**src/rtl/axi4_bch_drop_arb.sv**
```systemverilog
// B-channel arbiter: merges master write responses with locally generated
// error responses for dropped writes. Dropped-write IDs are queued in a small FIFO.
module axi4_bch_drop_arb #(
   parameter int         C_AXI_ID_WIDTH   = 10,
   parameter int         C_AXI_USER_WIDTH = 4,
   parameter int         C_DROP_DEPTH     = 4,
   parameter logic [1:0] C_DROP_RESP      = 2'b10
) (
   input  logic                                axi4_aclk,
   input  logic                                axi4_arst,
   input  logic [C_AXI_ID_WIDTH-1:0]           trans_id,
   input  logic                                trans_drop,
   output logic                                trans_drop_ready,
   input  logic                                s_axi4_wvalid,
   input  logic                                s_axi4_wready,
   input  logic                                s_axi4_wlast,
   input  logic                                w_drop,
   output logic [C_AXI_ID_WIDTH-1:0]           s_axi4_bid,
   output logic [1:0]                          s_axi4_bresp,
   output logic [C_AXI_USER_WIDTH-1:0]         s_axi4_buser,
   output logic                                s_axi4_bvalid,
   input  logic                                s_axi4_bready,
   input  logic [C_AXI_ID_WIDTH-1:0]           m_axi4_bid,
   input  logic [1:0]                          m_axi4_bresp,
   input  logic [C_AXI_USER_WIDTH-1:0]         m_axi4_buser,
   input  logic                                m_axi4_bvalid,
   output logic                                m_axi4_bready,
   output logic [$clog2(C_DROP_DEPTH):0]       drop_pending,
   output logic                                proto_err
);

   localparam int AW = $clog2(C_DROP_DEPTH);
   localparam int CW = AW + 1;

   typedef enum logic [1:0] {S_IDLE, S_MST, S_DRP} state_t;

   state_t                    r_state;
   state_t                    w_state_nxt;
   logic [C_AXI_ID_WIDTH-1:0] r_fifo [C_DROP_DEPTH];
   logic [AW-1:0]             r_wptr;
   logic [AW-1:0]             r_rptr;
   logic [CW-1:0]             r_cnt;
   logic [CW-1:0]             r_wl_cnt;
   logic                      r_pref_drop;
   logic                      r_proto_err;

   logic                      w_full;
   logic                      w_push;
   logic                      w_pop;
   logic                      w_mst_done;
   logic                      w_elig;
   logic                      w_sel_drp;
   logic                      w_sel_mst;
   logic                      w_wl_inc_req;
   logic                      w_wl_ovf;
   logic [CW-1:0]             w_cnt_nxt;
   logic [CW:0]               w_wl_sum;
   logic [CW-1:0]             w_wl_nxt;

   // A push into a full FIFO still lands when the head pops in the same cycle.
   assign w_full           = (r_cnt == CW'(C_DROP_DEPTH));
   assign w_push           = trans_drop && (!w_full || w_pop);
   assign trans_drop_ready = !w_full;
   assign drop_pending     = r_cnt;
   assign proto_err        = r_proto_err;
   assign w_elig           = (r_cnt != '0) && (r_wl_cnt != '0);
   assign w_pop            = w_sel_drp && s_axi4_bready;
   assign w_mst_done       = w_sel_mst && s_axi4_bready;
   assign w_cnt_nxt        = r_cnt + CW'(w_push) - CW'(w_pop);

   // A completed dropped burst may never outnumber the IDs queued for it.
   assign w_wl_inc_req = s_axi4_wvalid && s_axi4_wready && s_axi4_wlast && w_drop;
   assign w_wl_sum     = {1'b0, r_wl_cnt} + (CW+1)'(w_wl_inc_req) - (CW+1)'(w_pop);
   assign w_wl_ovf     = w_wl_inc_req && (w_wl_sum > {1'b0, w_cnt_nxt});
   assign w_wl_nxt     = w_wl_ovf ? (r_wl_cnt - CW'(w_pop)) : w_wl_sum[CW-1:0];

   always_ff @(posedge axi4_aclk) begin
      if (w_push) r_fifo[r_wptr] <= trans_id;
   end

   always_ff @(posedge axi4_aclk) begin
      if (axi4_arst) begin
         r_state     <= S_IDLE;
         r_wptr      <= '0;
         r_rptr      <= '0;
         r_cnt       <= '0;
         r_wl_cnt    <= '0;
         r_pref_drop <= 1'b1;
         r_proto_err <= 1'b0;
      end else begin
         r_state  <= w_state_nxt;
         r_cnt    <= w_cnt_nxt;
         r_wl_cnt <= w_wl_nxt;
         if (w_push)   r_wptr <= r_wptr + AW'(1);
         if (w_pop)    r_rptr <= r_rptr + AW'(1);
         if (w_wl_ovf) r_proto_err <= 1'b1;
         if (w_pop)           r_pref_drop <= 1'b0;
         else if (w_mst_done) r_pref_drop <= 1'b1;
      end
   end

   // Grant is combinational in IDLE; a stalled beat locks its source until accepted.
   always_comb begin
      w_state_nxt   = r_state;
      w_sel_drp     = 1'b0;
      w_sel_mst     = 1'b0;
      s_axi4_bid    = m_axi4_bid;
      s_axi4_bresp  = m_axi4_bresp;
      s_axi4_buser  = m_axi4_buser;
      s_axi4_bvalid = 1'b0;
      m_axi4_bready = 1'b0;
      case (r_state)
         S_IDLE: begin
            if (w_elig && (!m_axi4_bvalid || r_pref_drop)) w_sel_drp = 1'b1;
            else if (m_axi4_bvalid)                        w_sel_mst = 1'b1;
            if (w_sel_drp && !s_axi4_bready)      w_state_nxt = S_DRP;
            else if (w_sel_mst && !s_axi4_bready) w_state_nxt = S_MST;
         end
         S_MST: begin
            w_sel_mst = 1'b1;
            if (s_axi4_bready) w_state_nxt = S_IDLE;
         end
         S_DRP: begin
            w_sel_drp = 1'b1;
            if (s_axi4_bready) w_state_nxt = S_IDLE;
         end
         default: w_state_nxt = S_IDLE;
      endcase
      if (w_sel_drp) begin
         s_axi4_bid    = r_fifo[r_rptr];
         s_axi4_bresp  = C_DROP_RESP;
         s_axi4_buser  = '0;
         s_axi4_bvalid = 1'b1;
      end else if (w_sel_mst) begin
         s_axi4_bvalid = 1'b1;
         m_axi4_bready = s_axi4_bready;
      end
   end

endmodule

```
**config.mk**
```make
export PLATFORM = sky130hd
export DESIGN_NAME = axi4_bch_drop_arb
export DESIGN_NICKNAME = d
export VERILOG_FILES = /design/src/rtl/axi4_bch_drop_arb.sv
export SDC_FILE = /design/constraint.sdc
export NUM_CORES = 1
export LEC_CHECK = 0
export ABC_AREA = 1
export CORE_MARGIN = 2
export CORE_UTILIZATION = 40
export CTS_CLUSTER_DIAMETER = 60
export DETAILED_ROUTE_END_ITERATION = 12
export GPL_ROUTABILITY_DRIVEN = 0
export PLACE_DENSITY = 0.67
export SYNTH_ARGS = -nofsm -noshare
export SYNTH_HDL_FRONTEND = slang
export SYNTH_SLANG_ARGS = --single-unit
export TNS_END_PERCENT = 1
```
**constraint.sdc**
```tcl
create_clock -name axi4_aclk -period 3.2 [get_ports axi4_aclk]
set_input_delay 0.64 -clock axi4_aclk [delete_from_list [all_inputs] [get_ports axi4_aclk]]
set_output_delay 0.64 -clock axi4_aclk [all_outputs]
set_load 0.01 [all_outputs]
```
== Yosys cells after proc, flatten, opt, wreduce, memory -nomap -nowiden ==
Memory sizes are Yosys's and may differ from the RTL's. A register that Yosys moved wholly into a read port is not among the register bits.
Cells that the tools add are included.

* Memories kept: 1
* Bits of input ports: 35
* Memory bits (writable): 40
* Word-level logic and storage cells: 68
* Bits in read-only memories: 0
* Latch bits: 0
* Output and inout port bits: 23
* Bits in registers: 14

* Shifts and indexed selects: 0
* Equal/unequal tests: 5
* Order comparisons: 1
* Add/subtract/negate cells: 7
* Mux-type cells: 25
* Div/mod/pow operators: 0
* Reduce and logical (&&, ||, !) cells: 22
* Multiply operators: 0
* Bitwise logic cells: 0

{| class="wikitable"
|+ Memory list
! name !! depth !! width !! read ports !! clocked after memory_dff !! wr ports !! RTL line !! RTL
|-
| r_fifo || 4 || 10 || 1 || 1 || 1 || 39 || <nowiki>logic [C_AXI_ID_WIDTH-1:0] r_fifo [C_DROP_DEPTH];</nowiki>
|}

{| class="wikitable"
|+ Operators by type and width
! cell !! count
|-
| two-way mux 1 bit || 13
|-
| two-way mux 2 bit || 6
|-
| logical AND 1 bit || 11
|-
| two-way mux 10 bit || 1
|-
| nonzero test 3 bit || 2
|-
| subtractor 3 x 1 -> 3 bit || 2
|-
| adder 2 x 1 -> 2 bit (second input constant) || 2
|-
| adder 3 x 1 -> 4 bit || 1
|-
| > comparator 4 x 3 -> 1 bit || 1
|-
| two-way mux 4 bit || 1
|-
| one-hot mux 1 bit (2 select lines) || 2
|-
| one-hot mux 2 bit (2 select lines) || 1
|-
| subtractor 4 x 1 -> 4 bit || 1
|-
| adder 3 x 1 -> 3 bit || 1
|-
| == test 3 bit (second input constant) || 1
|-
| zero test 1 bit || 3
|-
| two-way mux 3 bit || 1
|-
| != test 3 bit (second input constant) || 1
|-
| == test 2 x 1 -> 1 bit (second input constant) || 1
|-
| == test 2 bit (second input constant) || 1
|-
| zero test 2 bit || 1
|-
| logical OR 1 bit || 2
|-
| != test 2 x 1 -> 1 bit (second input constant) || 1
|-
| AND reduction 2 bit || 1
|-
| 2 further kinds || 2
|}

== Longest topological paths before layout ==
Gate-level depths: netlist of run 1.

* Word-level depth: 14
* Gate-level depth with buffers: 20
* Depth with buffers taken out: 20

== Worst setup path after synthesis of run 1 ==
No wires, ideal clock.

* Kind: input port to flip-flop
* Start point: in m_axi4_bvalid
* End point: reg r_wl_cnt[1]
* Path buffers: 0
* Arrival time: 3,097 ps
* Required time: 3,085 ps
* Slack: -12 ps
* Setup time: 115 ps
* Stages: 18
* Cell sequence: nand2_1 nand4_1 nand2_2 nand2_2 nand2_2 nand2_2 ha_1 inv_1 ha_1 fa_1 inv_1 ha_1 a21oi_1 nor2_1 o21ai_0 nand2_1 a21oi_1 nor2_1

* Word-level cells in the longest chain between the ends: 14
* Elaborated cells between the ends (all ways): 16
* Classes of those cells: 4 x add/sub; 1 x order compare; 4 x mux; 7 x reduce/logical

{| class="wikitable"
|+ Ends and longest elaborated chain
! element !! RTL line !! RTL
|-
| start: declaration || 26 || <nowiki>input logic m_axi4_bvalid,</nowiki>
|-
| zero test 1 bit * || 114 || <nowiki>if (w_elig && (!m_axi4_bvalid || r_pref_drop)) w_sel_drp = 1'b1;</nowiki>
|-
| logical OR 1 bit * || 114 ||
|-
| logical AND 1 bit * || 114 ||
|-
| two-way mux 1 bit * || 114 ||
|-
| two-way mux 1 bit * || 112 || <nowiki>case (r_state)</nowiki>
|-
| one-hot mux 1 bit (2 select lines) * || 112 ||
|-
| logical AND 1 bit * || 67 || <nowiki>assign w_pop = w_sel_drp && s_axi4_bready;</nowiki>
|-
| logical OR 1 bit || 62 || <nowiki>assign w_push = trans_drop && (!w_full || w_pop);</nowiki>
|-
| logical AND 1 bit || 62 ||
|-
| adder 3 x 1 -> 3 bit || 69 || <nowiki>assign w_cnt_nxt = r_cnt + CW'(w_push) - CW'(w_pop);</nowiki>
|-
| subtractor 3 x 1 -> 3 bit * || 69 ||
|-
| via w_cnt_nxt[1] || 56 || <nowiki>logic [CW-1:0] w_cnt_nxt;</nowiki>
|-
| > comparator 4 x 3 -> 1 bit * || 74 || <nowiki>assign w_wl_ovf = w_wl_inc_req && (w_wl_sum > {1'b0, w_cnt_nxt});</nowiki>
|-
| logical AND 1 bit * || 74 ||
|-
| two-way mux 3 bit * || 75 || <nowiki>assign w_wl_nxt = w_wl_ovf ? (r_wl_cnt - CW'(w_pop)) : w_wl_sum[CW-1:0];</nowiki>
|-
| end signal: assignment || 93 || <nowiki>r_wl_cnt <= w_wl_nxt;</nowiki>
|-
| end: declaration || 43 || <nowiki>logic [CW-1:0] r_wl_cnt;</nowiki>
|}

Mark *: on every way through the listed nets, which the timed path passes. The rest lies on a longest branch. The select of a mux whose other input is x is not followed.
A chain may end at the register's enable or synchronous reset.

== Worst setup path in the final report of run 1 ==
* Start point: in m_axi4_bvalid
* End point: reg r_wl_cnt[0]

The elaborated chain is that of the path after synthesis.

==> summary.md, run 1 <==
| Metric | Value |
|---|---|
| Drt first pass iters | 4 |
| CP peak stage delay | 520 ps |
| Sequential share of power | 32.3% |
| Post-layout util | 55.8% |
| Comb pwr share | 54.4% |
| CTS clock-pin slew for the worst setup and hold paths | 110 ps |
| Hold Path Class | reg -> reg |
| Number of buffers created by CTS | 5 |
| Die extent in y | 87.5 um |
| Syn Std Cell Area | 0.00279 mm^2 |
| Final Hold Slack | 492 ps |
| Via Count | 2130 |
| Count leader, synth | nor2_1 |
| CP Data Required Time | 3420 ps |
| Post-synth cell types | 28 |
| Vias per cell | 4.74 |
| Primary FF master, synth | edfxtp_1 |
| Routed WL per cell | 12.6 um |
| Dpl hpwl | 3.93 mm |
| Status | finished, final reports clean |
| Pre-CTS WS | -572 ps |
| Core Area | 0.00676 mm^2 |
| RSZ-0062 raised after global routing | yes |
| Period utilisation layout | 95.8% |
| Post-route minimum period | 3060 ps |
| Initial antenna violation count | 0 |
| CP dominant cell by count | nand2_4 |
| Fmax | 0.326 GHz |
| DRC | 0 |
| Leak | 1.52 nW |
| Worst-Skew Late Latency | 310 ps |
| Post-synthesis register bit count | 56 |
| Global route total overflow | 0 |
| All-layer global routing usage | 15.5% |
| Ys Warns | 0 |
| Switching part of the total | 39.4% |
| IO Port Bufs | 57 |
| Worst setup margin | 136 ps |
| Synth area leader | edfxtp_1 |
| Post-synth ARST share | 0% |
| Non-filler cells, final | 449 |
| Top cells by area, synth | edfxtp_1 (43%), dfxtp_1 (11%), nor2_1 (10%) |
| Critical path cell sequence | dlygate4sd2_1 > nand2_1 > nand4_1 > nand2_2 > nand2_4 > nand2_4 > nand2_4 > ha_4 > inv_1 > ha_2 > fa_2 > inv_2 > ha_4 > a21oi_2 > nor2_1 > o21ai_1 > nand2_2 > a21oi_2 > nor2_1 |
| PD cells | 803 mW/mm^2 |
| Cell row count | 30 |
| Post-Route WL | 5.66 mm |
| Die W | 87.5 um |
| Clk Tree Root Cell | clkbuf_8 |
| Syn_area_per_cell | 9.55 um^2 |
| Starting Density | 41.3% |
| Net Sw Power | 0.00119 W |
| Initial DRC Count | 151 |
| Slew @ Worst Pin | 412 ps |
| Top-level port count | 58 |
| Syn Nets | 347 |
| CP Class | in -> reg |
| Final setup vio count | 0 |
| First-pass GRT wire length | 9.23 mm |
| Clock share of power | 13.3% |
| H-tree Lvls | 2 |
| Pin count of the biggest net entering global routing | 29 |
| Worst path arrival time | 3280 ps |
| Final Slew Violations | 0 |
| Longest Clk Path Bufs | 2 |
| Final hold violation count | 0 |
| Sequential cell area fraction in the yosys report | 54.6% |
| Area Growth Syn to Fin | 35.3% |
| Post-synth top cells | nor2_1 (74), edfxtp_1 (40), inv_1 (35) |
| Critical path capture point type | flip-flop |
| MaxCap Viol Count | 0 |
| Clk sinks | 56 |
| Vias in the first global route | 1985 |
| Mapped Cells | 292 |
| DP Cell Count | 438 |
| Rel. slew slack | 72.5% |
| CTS tree | done |
| Final Skew | 9.75 ps |
| Antenna cells | 0 |
| Final net count | 423 |
| Share of the synthesized area in the top cell type | 43.1% |
| Max VDD drop | 0.000552 V |
| Fraction of layout instances using a drive strength above 1 | 18.4% |
| Crit path max fanout | 7 |
| CP startpoint kind | primary input |
| Die ar. | 0.00766 mm^2 |
| ANT nets after route | 0 |
| P_int | 0.00184 W |
| Post-CTS Hold Buffers | 0 |
| Slowest cell on the critical path | fa_2 |
| Post-synth EDFFs | 40 |
layout by cell type (no fill, tap or decap):
cell type        synthesis  final
a21oi_1                 11      6
a21oi_2                  0      5
a31oi_1                  6      6
a31oi_2                  4      4
buf_4                    1     20
clkbuf_8                 0      5
clkdlybuf4s50_1          0     55
clkinv_1                 2      1
clkinvlp_4               0      2
dfxtp_1                 16     11
dfxtp_2                  0      5
dlygate4sd2_1            0      1
dlymetal6s2s_1           0      1
edfxtp_1                40     40
fa_2                     0      2
ha_1                    18     14
ha_2                     0      1
ha_4                     0      3
inv_1                   35     30
inv_2                    2      7
inv_6                    0      2
nand2_1                 24     22
nand2_2                  4      3
nand2_4                  0      3
nand3_1                  8      6
nand3_2                  1      3
nand4_1                  3      3
nor2_1                  74     74
nor2_2                   1      1
o21ai_0                 21     20
o21ai_1                  2      3
o21bai_1                 1      1
or2_0                    1      1
or2_1                    2      2
xnor2_1                  3      2
xnor2_2                  0      1
xor2_1                   3      2
xor2_2                   0      1
power groups by stage:
stage	sequential, W	clock, W	combinational [W]
final	0.000980	0.000403	0.00165
after CTS	0.000973	0.000415	0.00149
after global placement	0.000986	0	0.00142
after detailed placement	0.000989	0	0.00145
after floorplan	0.000960	0	0.000925
after global routing	0.000995	0.000441	0.00186
timing repair:
item                       CTS  global route
setup endpoints to repair    6            12
gates cloned                 0             0
buffers inserted             2             1
gates resized for setup      5            28
pin swaps                   11            10
per-layer routing:
metal	share of wire, %	GRT usage, %
met1	46	19.4
met2	49	27.8
met3	4.6	3.22
met4	0.71	3.36
met5	0	0
sequential cells by signal, summed over array words and instances, names as in the netlist, named ones only:
signal        count
r_fifo           40
r_rptr            2
drop_pending      3
r_state           2
r_wptr            2
proto_err         1
r_pref_drop       1
r_wl_cnt          3
cells by family after synthesis:
kind of cell             share of synthesized area [%]
flip-flops                                        54.6
AND/OR/NAND/NOR                                   17.5
XOR/XNOR                                          1.88
AO/OA/AOI/OAI                                     9.51
buffers and inverters                             7.09
adder cells (fa/ha/maj)                           9.51
final cells by class:
class                           instances  area, um^2
Clock inverter                          3        25.0
Fill cell                             590        2980
Tap cell                               80         100
Multi-Input combinational cell        189        1180
Clock buffer                            5        68.8
Sequential cell                        56        1530
Inverter                               39         150
Timing Repair Buffer                   77         722
through the flow:
| step | power, W | TNS [ps] | cell area (um^2) |
|---|---|---|---|
| 4_1_cts | 0.00288 | 0 | 3660 |
| 3_3_place_gp | 0.00241 | -1920 | 3550 |
| 2_1_floorplan | 0.00189 | 0 | 2800 |
| 5_1_grt | 0.00329 | -86.0 | 3770 |
| 6_report | 0.00303 | 0 | 3770 |
| 3_5_place_dp | 0.00244 | -2260 | 3550 |
final timing paths:
path	startpoint	endpoint	slack [ps]	cells after the start
max	m_axi4_bvalid	r_wl_cnt[0]	140	19
min	r_rptr[1]	flip-flop	490	2
max reg2reg	r_wl_cnt[2]	r_wl_cnt[0]	190	19
min reg2reg	r_rptr[1]	flip-flop	490	2
critical path: cells and delay by family:
| kind | cells | cell delay (ps) |
|---|---|---|
| adder cells (fa/ha/maj) | 4 | 1140 |
| AND/OR/NAND/NOR | 9 | 750 |
| AO/OA/AOI/OAI | 3 | 420 |
| buffers and inverters | 3 | 320 |
Power figures use the tool's default switching activity.
==> run 2: changes to the inputs <==
--- a/config.mk
+++ b/config.mk
@@ -7,11 +7,11 @@
 export LEC_CHECK = 0
 export ABC_AREA = 1
 export CORE_MARGIN = 2
-export CORE_UTILIZATION = 40
+export CORE_UTILIZATION = 46
 export CTS_CLUSTER_DIAMETER = 60
 export DETAILED_ROUTE_END_ITERATION = 12
 export GPL_ROUTABILITY_DRIVEN = 0
-export PLACE_DENSITY = 0.67
+export PLACE_DENSITY = 0.76
 export SYNTH_ARGS = -nofsm -noshare
 export SYNTH_HDL_FRONTEND = slang
 export SYNTH_SLANG_ARGS = --single-unit
==> run 2 against run 1 <==
Net effect: register-to-register slack barely moved; clock-buffer cell count did not move; highest routed layer unchanged; clock power fell by 5.2%; power barely moved; first-iteration DRC count fell by 8.6%; critical path depth fell by 6; utilization rose by 8.5 points; global-route usage rose by 2.1 points; sequential power fell by 1%.
==> summary.md, run 2 (same netlist as run 1, synthesis figures left out) <==
| Metric | Value |
|---|---|
| CP peak stage delay | 580 ps |
| CP Class | in -> reg |
| H-tree Lvls | 2 |
| IO Port Bufs | 57 |
| Worst path arrival time | 3240 ps |
| Slew @ Worst Pin | 413 ps |
| Status | finished, final reports clean |
| Starting Density | 47.4% |
| Initial antenna violation count | 0 |
| Max VDD drop | 0.000542 V |
| Initial DRC Count | 138 |
| CP top delay family | adder cells |
| Final Slew Violations | 0 |
| Dpl hpwl | 4.01 mm |
| Slowest cell on the critical path | fa_2 |
| Pre-CTS WS | -568 ps |
| Vias per cell | 4.81 |
| Cell row count | 28 |
| ANT nets after route | 0 |
| DRC | 0 |
| Critical path capture point type | flip-flop |
| M1 WL | 2.48 mm |
| Post-CTS Hold Buffers | 0 |
| Max reg flops | 40 |
| Clk Tree Root Cell | clkbuf_8 |
| Worst-Skew Late Latency | 300 ps |
| Leading cell type in the layout, fill and taps excluded | nor2_1 |
| Die W | 81.9 um |
| Final setup vio count | 0 |
| Period utilisation layout | 94.7% |
| Top layer in use | met4 |
| Die ar. | 0.00670 mm^2 |
| Drt first pass iters | 4 |
| Worst setup margin | 169 ps |
| Final hold violation count | 0 |
| Via Count | 2156 |
| Final Skew | 10.5 ps |
| WL met2 | 2.87 mm |
| Non-filler cells, final | 448 |
| Leak | 1.54 nW |
| Fmax | 0.330 GHz |
| Die extent in y | 81.9 um |
| Longest Clk Path Bufs | 2 |
| DP Cell Count | 434 |
| Critical path cell sequence | clkdlybuf4s50_1 > nand4_1 > ha_1 > inv_1 > ha_2 > fa_2 > ha_4 > a21oi_2 > nor2_1 > o21ai_1 > nand2_2 > a21oi_2 > nor2_1 |
| CTS clock-pin slew for the worst setup and hold paths | 100 ps |
| Reg with most FFs | r_fifo |
| Final net count | 427 |
| All-layer global routing usage | 17.7% |
| First-pass GRT wire length | 9.09 mm |
| Top-level port count | 58 |
| Global route total overflow | 0 |
| CTS tree | done |
| CP Data Required Time | 3410 ps |
| Antenna cells | 0 |
| CP startpoint kind | primary input |
| Clk sinks | 56 |
| Post-route minimum period | 3030 ps |
| Hold Path Class | reg -> reg |
| Met3 WL | 343 um |
| Fraction of layout instances using a drive strength above 1 | 19.3% |
| Most frequent cells in the layout | nor2_1 (74), clkdlybuf4s50_1 (55), edfxtp_1 (40) |
| PD cells | 801 mW/mm^2 |
| Rel. slew slack | 72.4% |
| Routed WL per cell | 12.8 um |
| Core Area | 0.00589 mm^2 |
| Number of buffers created by CTS | 5 |
| MaxCap Viol Count | 0 |
| Crit path max fanout | 7 |
| Area Growth Syn to Fin | 35.7% |
| Bufs and invs on worst path | 2 |
| Vias in the first global route | 2053 |
| Pin count of the biggest net entering global routing | 29 |
| Post-Route WL | 5.73 mm |
==> run 2: worst paths after layout <==
kind                      end  cells past startpoint  slack [ps]           from
setup / recovery  r_wl_cnt[1]                     13         170  s_axi4_wvalid
setup reg to reg  r_wl_cnt[1]                     19         190     r_state[1]
hold / removal     r_state[0]                      2         500     r_state[0]
hold reg to reg    r_state[0]                      2         500     r_state[0]
==> run 2: power by group <==
part           switching [W]  leakage [nW]  total [W]  internal [W]
Sequential         0.0000711         0.500   0.000967      0.000896
Clock               0.000225        0.0485   0.000382      0.000157
Combinational       0.000881         0.993    0.00168      0.000800
==> run 2: repair_timing <==
item / CTS / global route
pin swaps: 9 / 15
gates resized for setup: 13 / 21
endpoints found under the setup margin: 5 / 10
setup buffers: 2 / 4
==> run 2: area by class of cell <==
cell class	instances	area, um^2
inverters	39	150
flip-flops and latches	56	1530
clock inverters	3	22.5
well taps	75	93.8
multi-input cells	189	1170
clock buffers	5	68.8
fillers	443	2100
repair buffers	81	748
==> run 2: worst min-delay path, cell delays in order (launching register included) <==
cell	delay [ps]
dfxtp_2	360
nor2_1	50
nor2_1	70
==> run 2: per-stage QoR <==
| step | power (W) | setup TNS (ps) | area, um^2 | utilization [%] | hold WS, ps |
|---|---|---|---|---|---|
| after floorplan | 0.00189 | 0 | 2800 | - | 462 |
| after global placement | 0.00240 | -1950 | 3550 | 60.3 | 450 |
| after detailed placement | 0.00244 | -2200 | 3550 | 60.3 | 493 |
| after CTS | 0.00294 | 0 | 3700 | 62.9 | 510 |
| after global routing | 0.00328 | -27.6 | 3780 | 64.3 | 534 |
| final | 0.00303 | 0 | 3780 | 64.3 | 505 |
==> run 2: routing by layer <==
metal / GRT usage, % / vias up
met3: 3.63 / 4
met2: 32.1 / 70
met1: 21.6 / 965
met4: 3.50 / 0
met5: 0 / -
li1: - / 1117
